--- src/rtl/store_buffer.sv ---
// rtl/store_buffer.sv - circular store buffer from dispatch to in-order memory drain
//
// Holds each store from allocation until it is drained to the data-memory port.
// Live entries run head..tail-1; the retired prefix runs head..ret-1 and drains
// in program order, one store per accepted memory request.
//
// Ports:
//   clk_i, reset_n_i              clock, synchronous active-low reset
//   alloc_v_i / alloc_sb_num_o    dispatch allocation request / granted index (tail)
//   sb_full_o, sb_empty_o         occupancy flags from registered count
//   wb_v_i, wb_sb_num_i,
//   wb_addr_i, wb_data_i          store writeback of address and data
//   rob_st_retire_i               oldest unretired store retires
//   flush_i                       discard all unretired entries
//   sb_wb_vector_o                per-entry allocated-and-written-back bits
//   sb_commit_pt_o                head pointer
//   mem_v_o, mem_addr_o,
//   mem_data_o, mem_ready_i       drain request for the head entry

package store_buffer_pkg;
    localparam int SB_ENTRY = 8;
    localparam int PW       = $clog2(SB_ENTRY);
endpackage

module store_buffer
    import store_buffer_pkg::*;
#(
    parameter int ADDR_WIDTH = 16,
    parameter int DATA_WIDTH = 16
) (
    input  logic                  clk_i,
    input  logic                  reset_n_i,
    input  logic                  alloc_v_i,
    output logic [PW-1:0]         alloc_sb_num_o,
    output logic                  sb_full_o,
    output logic                  sb_empty_o,
    input  logic                  wb_v_i,
    input  logic [PW-1:0]         wb_sb_num_i,
    input  logic [ADDR_WIDTH-1:0] wb_addr_i,
    input  logic [DATA_WIDTH-1:0] wb_data_i,
    input  logic                  rob_st_retire_i,
    input  logic                  flush_i,
    output logic [SB_ENTRY-1:0]   sb_wb_vector_o,
    output logic [PW-1:0]         sb_commit_pt_o,
    output logic                  mem_v_o,
    output logic [ADDR_WIDTH-1:0] mem_addr_o,
    output logic [DATA_WIDTH-1:0] mem_data_o,
    input  logic                  mem_ready_i
);

    logic [PW-1:0]         head;
    logic [PW-1:0]         ret;
    logic [PW-1:0]         tail;
    logic [PW:0]           count;
    logic [PW:0]           ret_count;
    logic [SB_ENTRY-1:0]   wb;
    logic [ADDR_WIDTH-1:0] addr_q [SB_ENTRY];
    logic [DATA_WIDTH-1:0] data_q [SB_ENTRY];

    logic                  alloc_ok;
    logic                  drain;
    logic [PW-1:0]         head_nxt;
    logic [PW-1:0]         ret_nxt;
    logic [PW-1:0]         tail_nxt;
    logic [PW:0]           count_nxt;
    logic [PW:0]           ret_count_nxt;
    logic [SB_ENTRY-1:0]   wb_nxt;
    logic [PW-1:0]         rel_off [SB_ENTRY];
    logic [SB_ENTRY-1:0]   kept;

    assign sb_full_o      = (count == (PW+1)'(SB_ENTRY));
    assign sb_empty_o     = (count == '0);
    assign alloc_sb_num_o = tail;
    assign sb_commit_pt_o = head;
    assign sb_wb_vector_o = wb;
    assign mem_v_o        = (ret_count != '0);
    assign mem_addr_o     = addr_q[head];
    assign mem_data_o     = data_q[head];

    // A flush in the same cycle always wins over allocation.
    assign alloc_ok = alloc_v_i && !sb_full_o && !flush_i;
    assign drain    = mem_v_o && mem_ready_i;

    always_comb begin
        head_nxt      = head + PW'(drain);
        ret_nxt       = ret + PW'(rob_st_retire_i);
        ret_count_nxt = ret_count + (PW+1)'(rob_st_retire_i) - (PW+1)'(drain);
        if (flush_i) begin
            // Only the retired prefix survives, measured after this
            // cycle's retire and drain.
            tail_nxt  = ret_nxt;
            count_nxt = ret_count_nxt;
        end else begin
            tail_nxt  = tail + PW'(alloc_ok);
            count_nxt = count + (PW+1)'(alloc_ok) - (PW+1)'(drain);
        end
    end

    // An entry survives a flush when its distance from the new head lies
    // inside the new retired count.
    always_comb begin
        for (int i = 0; i < SB_ENTRY; i++) begin
            rel_off[i] = PW'(i) - head_nxt;
            kept[i]    = ({1'b0, rel_off[i]} < ret_count_nxt);
        end
    end

    // Later conditions override earlier ones, so a flush clears a bit even
    // if the same entry is written back in this cycle.
    always_comb begin
        wb_nxt = wb;
        for (int i = 0; i < SB_ENTRY; i++) begin
            if (wb_v_i && (wb_sb_num_i == PW'(i))) begin
                wb_nxt[i] = 1'b1;
            end
            if (alloc_ok && (tail == PW'(i))) begin
                wb_nxt[i] = 1'b0;
            end
            if (drain && (head == PW'(i))) begin
                wb_nxt[i] = 1'b0;
            end
            if (flush_i && !kept[i]) begin
                wb_nxt[i] = 1'b0;
            end
        end
    end

    always_ff @(posedge clk_i) begin
        if (!reset_n_i) begin
            head      <= '0;
            ret       <= '0;
            tail      <= '0;
            count     <= '0;
            ret_count <= '0;
            wb        <= '0;
        end else begin
            head      <= head_nxt;
            ret       <= ret_nxt;
            tail      <= tail_nxt;
            count     <= count_nxt;
            ret_count <= ret_count_nxt;
            wb        <= wb_nxt;
        end
    end

    // Payload registers carry no reset; the wb bit qualifies them.
    always_ff @(posedge clk_i) begin
        if (wb_v_i) begin
            addr_q[wb_sb_num_i] <= wb_addr_i;
            data_q[wb_sb_num_i] <= wb_data_i;
        end
    end

    logic [PW-1:0] wb_rel;
    assign wb_rel = wb_sb_num_i - head;

    always_ff @(posedge clk_i) begin
        if (reset_n_i) begin
            if (wb_v_i) begin
                assert ({1'b0, wb_rel} < count);
            end
            if (rob_st_retire_i) begin
                assert (wb[ret] && (ret_count < count));
            end
        end
    end

endmodule

--- config.mk ---
export PLATFORM = sky130hd
export DESIGN_NAME = store_buffer
export DESIGN_NICKNAME = d
export VERILOG_FILES = /design/src/rtl/store_buffer.sv
export SDC_FILE = /design/constraint.sdc
export NUM_CORES = 1
export LEC_CHECK = 0
export BUFFER_PORTS_ARGS = -buffer_cell sky130_fd_sc_hd__buf_2
export CAP_MARGIN = 30
export CORE_AREA = 4 4 157 174
export DETAILED_ROUTE_END_ITERATION = 10
export DIE_AREA = 0 0 161 178
export GPL_TIMING_DRIVEN = 0
export SYNTH_ARGS = -nofsm -noshare
export SYNTH_HDL_FRONTEND = slang
export SYNTH_SLANG_ARGS = --single-unit
--- constraint.sdc ---
create_clock -name clk_i -period 8.5 [get_ports clk_i]
set_input_delay 0.85 -clock clk_i [delete_from_list [all_inputs] [get_ports clk_i]]
set_output_delay 0.85 -clock clk_i [all_outputs]
set_load 0.1 [all_outputs]
After elaboration in Yosys (flattened, before gate mapping)
Memories as Yosys holds them, arrays and structs flattened. A register that Yosys moved wholly into a read port is not among the register bits.
Index checks and enable logic that the tools add are counted.
{"block": "classes", "n_eq_ne": 22, "n_mux": 6, "add_sub_neg": 15, "n_lt_le_gt_ge": 8, "bitwise_logic": 1, "n_reduce_logical": 58}
{"operator": "$eq A3 B3 Y1 const B", "count": 12}
{"operator": "$logic_and A1 B1 Y1", "count": 35}
{"operator": "$lt A3 B4 Y1", "count": 8}
{"operator": "$reduce_or A4 Y1", "count": 8}
{"operator": "$eq A3 B2 Y1 const B", "count": 6}
{"operator": "$sub A3 B3 Y3 const A", "count": 4}
{"operator": "$logic_not A1 Y1", "count": 10}
{"operator": "$add A3 B1 Y3", "count": 3}
{"operator": "$eq A3 B1 Y1 const B", "count": 3}
{"operator": "$logic_not A3 Y1", "count": 3}
{"operator": "$mux W3", "count": 3}
{"operator": "$add A4 B1 Y4", "count": 2}
{"operator": "$sub A4 B1 Y4", "count": 2}
{"operator": "$sub A1 B3 Y3 const A", "count": 2}
{"operator": "$sub A2 B3 Y3 const A", "count": 2}
{"operator": "$eq A4 B4 Y1 const B", "count": 1}
{"operator": "$logic_not A4 Y1", "count": 1}
{"operator": "$mux W4", "count": 1}
{"operator": "$reduce_bool A4 Y1", "count": 1}
{"operator": "$mux W1", "count": 2}
{"operator": "$not A1 Y1", "count": 1}
{"block": "word_totals", "n_memories": 2, "ramBits": 256, "regBits": 25, "elab_cells": 125}
{"name": "addr_q", "words": 8, "width": 16, "rd": 1, "rd_clocked_by_memory_dff": 1, "write_ports": 1, "line_no": "57", "source": "logic [ADDR_WIDTH-1:0] addr_q [SB_ENTRY];"}
{"name": "data_q", "words": 8, "width": 16, "rd": 1, "rd_clocked_by_memory_dff": 1, "write_ports": 1, "line_no": "58", "source": "logic [DATA_WIDTH-1:0] data_q [SB_ENTRY];"}

Longest topological paths before layout
{"block": "depth", "depth_word": 8, "mapped_depth": 14, "depth_no_buf": 14}

Worst setup path before layout
Ideal clock, no wire load.
{"block": "synth_timing", "path_type": "input-to-reg", "from": "in wb_sb_num_i[1]", "to": "reg wb[0], in the netlist sb_wb_vector_o[0]", "cell_stages": 4, "t_arrival_ns": 5.057, "t_required_ns": 8.441, "path_buffers": 0, "path_slack_ns": 3.383, "path_cell_list": "nor4b_1 o21ai_0 a221oi_1 o31a_1"}
{"block": "synth_via", "elab_chain_len": 2}
{"element": "start: declaration", "line_no": "38", "source": "input logic [PW-1:0] wb_sb_num_i,"}
{"element": "$logic_not A3 Y1", "line_no": "113", "source": "if (wb_v_i && (wb_sb_num_i == PW'(i))) begin"}
{"element": "$logic_and A1 B1 Y1", "line_no": "113"}
{"element": "end signal: assignment", "line_no": "142", "source": "wb <= wb_nxt;"}
{"element": "end: declaration", "line_no": "56", "source": "logic [SB_ENTRY-1:0] wb;"}
No other way between the ends.
A chain may end at the register's enable or synchronous reset.

==> results.txt <==
----------------------------------------------------
[Worst setup path]
  Reg2reg end ... sb_wb_vector_o[0]$_SDFFE_PP0P_
  Crit-path slowest cell ... sky130_fd_sc_hd__clkbuf_1
  Arrival @ worst endpoint ... about 2800 ps
  CP Capture Type ... primary output
  Number of cell instances on the worst register-to-register path ... 12
  Worst reg2reg setup slack ... between 4000 and 5000 ps
  Category of the critical setup timing path ... reg -> out
  Reg2Reg Launch Point ... ret_count[2]$_SDFF_PN0_
  Critical path, cell by cell ... buf_2 > clkbuf_1 > mux4_2 > mux2_4 > buf_2
  Required time reported for the critical path endpoint ... around 7700 ps
  Launching element type of the critical path ... flip-flop
  Slowest cell delay on critical path ... 670 ps
  Critical-path maximum fanout ... 10
  Most frequent CP cell ... sky130_fd_sc_hd__buf_2

[STA]
  Setup repair after global routing missed its margin ... false
  Top achievable clock speed ... 274 MHz
  Final number of max-transition violations ... 0
  Hold WS ... roughly 560 ps
  Number of setup violations in the final report ... 0
  Fin crit share ... between 40% and 50%
  Count of endpoints failing hold in the final timing report ... 0
  Worst slew pin tran ... roughly 1000 ps
  Post-layout minimum cycle time ... roughly 3600 ps
  Worst slew slack as a fraction of its limit ... between 30% and 40%
  Worst setup skew after layout ... approximately 5.4 ps
  Worst-case setup margin in the final layout ... around 5000 ps

[Pwr]
  Combinational power share ... a little under two fifths
  Internal Power ... between 2 and 3 mW
  Switching Share ... approximately 36%
  Clock network fraction of total power ... about a quarter
  Total net switching power ... approximately 1.6 mW
  Total leakage power ... about 4.7 nW
  Worst supply voltage drop on vdd ... between 0.15 and 0.2 mV
  Flop pwr share ... approximately 37%
  Areal power density over the cells ... about 330 mW/mm^2

[Clock tree]
  Worst skew pair latency ... ~540 ps
  Setup repair bufs after CTS ... 0
  Deepest level of the CTS H-tree ... 1
  CTS tree ... built
  PostCTS Resize Cnt ... 0
  Clock slew seen by the registers of the worst setup and hold paths ... roughly 60 ps
  Hold-fix buffers at CTS ... 0
  Maximum number of buffers from clock root to sink ... 3
  Cell at the root of the clock tree ... sky130_fd_sc_hd__clkbuf_16
  Number of buffers added by the clock tree synthesis step ... 28
  CTS Sinks ... between 200 and 300

[Floorplan]
  Standard-cell row count ... 61
  DIE AREA ... between 0.02 and 0.03 sq mm
  Core Region ... 0.0253 sq mm
  Starting utilization of the core area ... between 40 and 50%
  Horizontal die dimension ... about 160 um
  Die height ... 178 um
  Number of top-level design ports ... 91

[Drt]
  Routed metal-1 wirelength ... ~9600 um
  Count of routing violations after the opening detailed-route iteration ... about 370
  Number of vias per cell after detailed routing ... 5.30
  Number of nets still failing antenna checks after routing ... 0
  Routed wire length per instance ... 22.1 um
  Number of design rule violations left after detail routing ... 0
  DR top layer ... met5
  Total length of routed wires ... about 23,000 um
  Detailed-routing iteration count for the pre-antenna-repair pass ... 4
  Met2 routed WL ... roughly 12,000 um
  Vias after detailed routing ... around 5.6k
  Wire length on met3 ... 1040 um

[Synthesis]
  Synth unique cells ... 45
  Post-synth design cell area ... 0.0114 sq mm
  Sequential element share of the synthesized area ... just over 70%
  Avg Cell Area, Syn ... between 20 and 25 sq um
  Count of yosys warnings during synthesis ... 0
  Synthesized netlist net count ... about 620
  Synth Register Bits ... roughly 280
  Count of mapped cells out of synthesis ... around 560

[Place]
  Final weighted congestion of routability-driven global placement ... approximately 0.8
  Placement Setup Slack ... about 5000 ps
  Sum of net half-perimeters after detailed placement ... about 16,000 um
  Number of port buffers ... 89

[GRT]
  Combined global-route utilization of all metal layers ... approximately 17%
  Largest net degree at the start of global routing ... 26
  Antenna violations before repair ... 1
  Vias in the first global route ... 6,113
  Wire length of the first global-routing pass ... 36,200 um
  Congestion Overflow GR ... 0

[Final layout]
  Nets ... 763
  Leading cell type in the layout, fill and taps excluded ... sky130_fd_sc_hd__edfxtp_1
  Fraction of final layout cells sized beyond drive strength 1 ... 37.5%
  Ant. Diodes ... 0
  Area growth from synthesis to layout ... 18.1%
  Most used cells in the layout excluding fill and tap cells ... sky130_fd_sc_hd__edfxtp_1, sky130_fd_sc_hd__buf_2, sky130_fd_sc_hd__mux4_2
  Register area ... approximately 0.0082 sq mm
  Layout fillers ... 2,040
  Multi-input combinational cell area ... ~0.0030 sq mm

[Hold path]
  Number of cells traversed by the worst hold path ... 1
  Start point of the worst min-delay path ... wb_addr_i[5]
  Hold WC Path Type ... in -> reg
  End point of the worst hold path ... addr_q[0][5]$_DFFE_PP_

[Run status]
  Result of the run ... completed

[Job]
  Max Cap Viol ... 0

----------------------------------------------------
through the flow:
stage	utilization, %	TNS (ps)	std cells	area [sq um]	power [mW]
2_1_floorplan	-	0	556	11400	2.95
3_3_place_gp	48.4	-826	991	12300	3.22
3_5_place_dp	49.7	0	1011	12600	3.26
4_1_cts	53.1	0	1060	13500	4.42
5_1_grt	53.1	0	1060	13500	4.59
6_report	53.1	0	1060	13500	4.37
registers in the layout (all words and copies together), names as in the netlist:
register / flops
addr_q: 128
alloc_sb_num_o: 3
count: 4
data_q: 128
ret: 3
ret_count: 4
sb_commit_pt_o: 3
sb_wb_vector_o: 8
synthesized netlist by cell type:
library cell	count	area (sq um)
sky130_fd_sc_hd__mux4_2	64	1440
sky130_fd_sc_hd__and3b_1	1	8.76
sky130_fd_sc_hd__inv_1	20	75.1
sky130_fd_sc_hd__o22ai_1	1	6.26
sky130_fd_sc_hd__a221o_1	4	40.0
sky130_fd_sc_hd__fa_1	2	40.0
sky130_fd_sc_hd__ha_1	24	300
sky130_fd_sc_hd__nor4b_1	2	17.5
sky130_fd_sc_hd__and4_1	1	8.76
sky130_fd_sc_hd__clkbuf_1	9	33.8
sky130_fd_sc_hd__o21ai_0	11	55.1
sky130_fd_sc_hd__a2111oi_2	2	30.0
sky130_fd_sc_hd__mux2_2	22	248
sky130_fd_sc_hd__xnor2_1	5	43.8
sky130_fd_sc_hd__and4b_1	3	30.0
sky130_fd_sc_hd__nor3_1	1	5.00
sky130_fd_sc_hd__a21oi_1	11	55.1
sky130_fd_sc_hd__dfxtp_1	25	500
sky130_fd_sc_hd__and2_1	7	43.8
sky130_fd_sc_hd__o31a_1	2	17.5
sky130_fd_sc_hd__nor2b_1	4	25.0
sky130_fd_sc_hd__buf_6	1	11.3
sky130_fd_sc_hd__buf_2	10	50.1
sky130_fd_sc_hd__a221oi_1	2	17.5
sky130_fd_sc_hd__nor4bb_1	4	40.0
sky130_fd_sc_hd__mux2i_1	4	40.0
sky130_fd_sc_hd__nor3b_1	1	7.51
sky130_fd_sc_hd__or3b_1	1	8.76
sky130_fd_sc_hd__mux2_4	10	150
sky130_fd_sc_hd__xor2_4	1	27.5
sky130_fd_sc_hd__a21o_1	4	30.0
sky130_fd_sc_hd__xnor2_2	1	16.3
sky130_fd_sc_hd__and3_1	5	31.3
sky130_fd_sc_hd__maj3_1	4	40.0
sky130_fd_sc_hd__a211oi_1	3	22.5
sky130_fd_sc_hd__nor3b_2	1	12.5
sky130_fd_sc_hd__nand2b_1	2	12.5
sky130_fd_sc_hd__nor2_1	14	52.6
sky130_fd_sc_hd__nand3b_1	1	7.51
sky130_fd_sc_hd__nand2_1	1	3.75
sky130_fd_sc_hd__buf_1	1	3.75
sky130_fd_sc_hd__o21bai_1	1	7.51
sky130_fd_sc_hd__buf_12	2	40.0
sky130_fd_sc_hd__edfxtp_1	256	7690
sky130_fd_sc_hd__xor2_1	5	43.8
worst max-delay path, delay by kind of cell, from the launching register on:
kind,cells,cell delay [ps]
buf+inv,3,1180
mux,2,690
flops,1,380
how the worst max path moves through the flow:
stage / from / end / slack [ps]
6_report: sb_commit_pt_o[1]$_SDFF_PN0_ / mem_addr_o[4] / 4850
4_1_cts: sb_commit_pt_o[1]$_SDFF_PN0_ / mem_addr_o[4] / 4810
5_1_grt: sb_commit_pt_o[1]$_SDFF_PN0_ / mem_addr_o[0] / 4720
3_3_place_gp: wb_sb_num_i[0] / sb_wb_vector_o[0]$_SDFFE_PP0P_ / -400
2_1_floorplan: wb_sb_num_i[1] / sb_wb_vector_o[0]$_SDFFE_PP0P_ / 3380
3_5_place_dp: ret_count[2]$_SDFF_PN0_ / sb_wb_vector_o[0]$_SDFFE_PP0P_ / 5000
routing by layer:
| metal | vias up | global-route usage, % |
|---|---|---|
| met5 | - | 0 |
| met4 | 2 | 3.16 |
| met3 | 27 | 2.66 |
| met2 | 134 | 30.2 |
| met1 | 2911 | 21.4 |
| li1 | 2548 | - |
layout make-up:
| class | count | share of cell area (%) |
|---|---|---|
| sequential | 281 | 60.9 |
| multi-input combinational | 232 | 22.6 |
| clock buffer | 34 | 5.38 |
| timing repair buffer | 109 | 5.25 |
| tap | 346 | 3.22 |
| clock inverter | 15 | 1.06 |
| buffer | 23 | 1.03 |
| inverter | 20 | 0.558 |
power groups by stage:
stage                     logic, mW  clock network, mW  registers (mW)
after floorplan                1.26                  0            1.69
after global placement         1.59                  0            1.64
after detailed placement       1.62                  0            1.64
after CTS                      1.63               1.18            1.61
after global routing           1.73               1.25            1.61
final                          1.61               1.16            1.61
cells by family (layout without fill, tap and decap cells):
family	count (synthesis)	count (layout)	synth area share, %
AOI/OAI and AO/OA	41	41	2.47
xor gates and xnor gates	12	12	1.15
adders and majority gates	30	30	3.34
buffers and inverters	43	201	1.88
DFF	281	281	71.9
muxes	100	100	16.5
and+or+nand+nor	49	49	2.77
No activity file was read; power rests on OpenSTA's default activity.
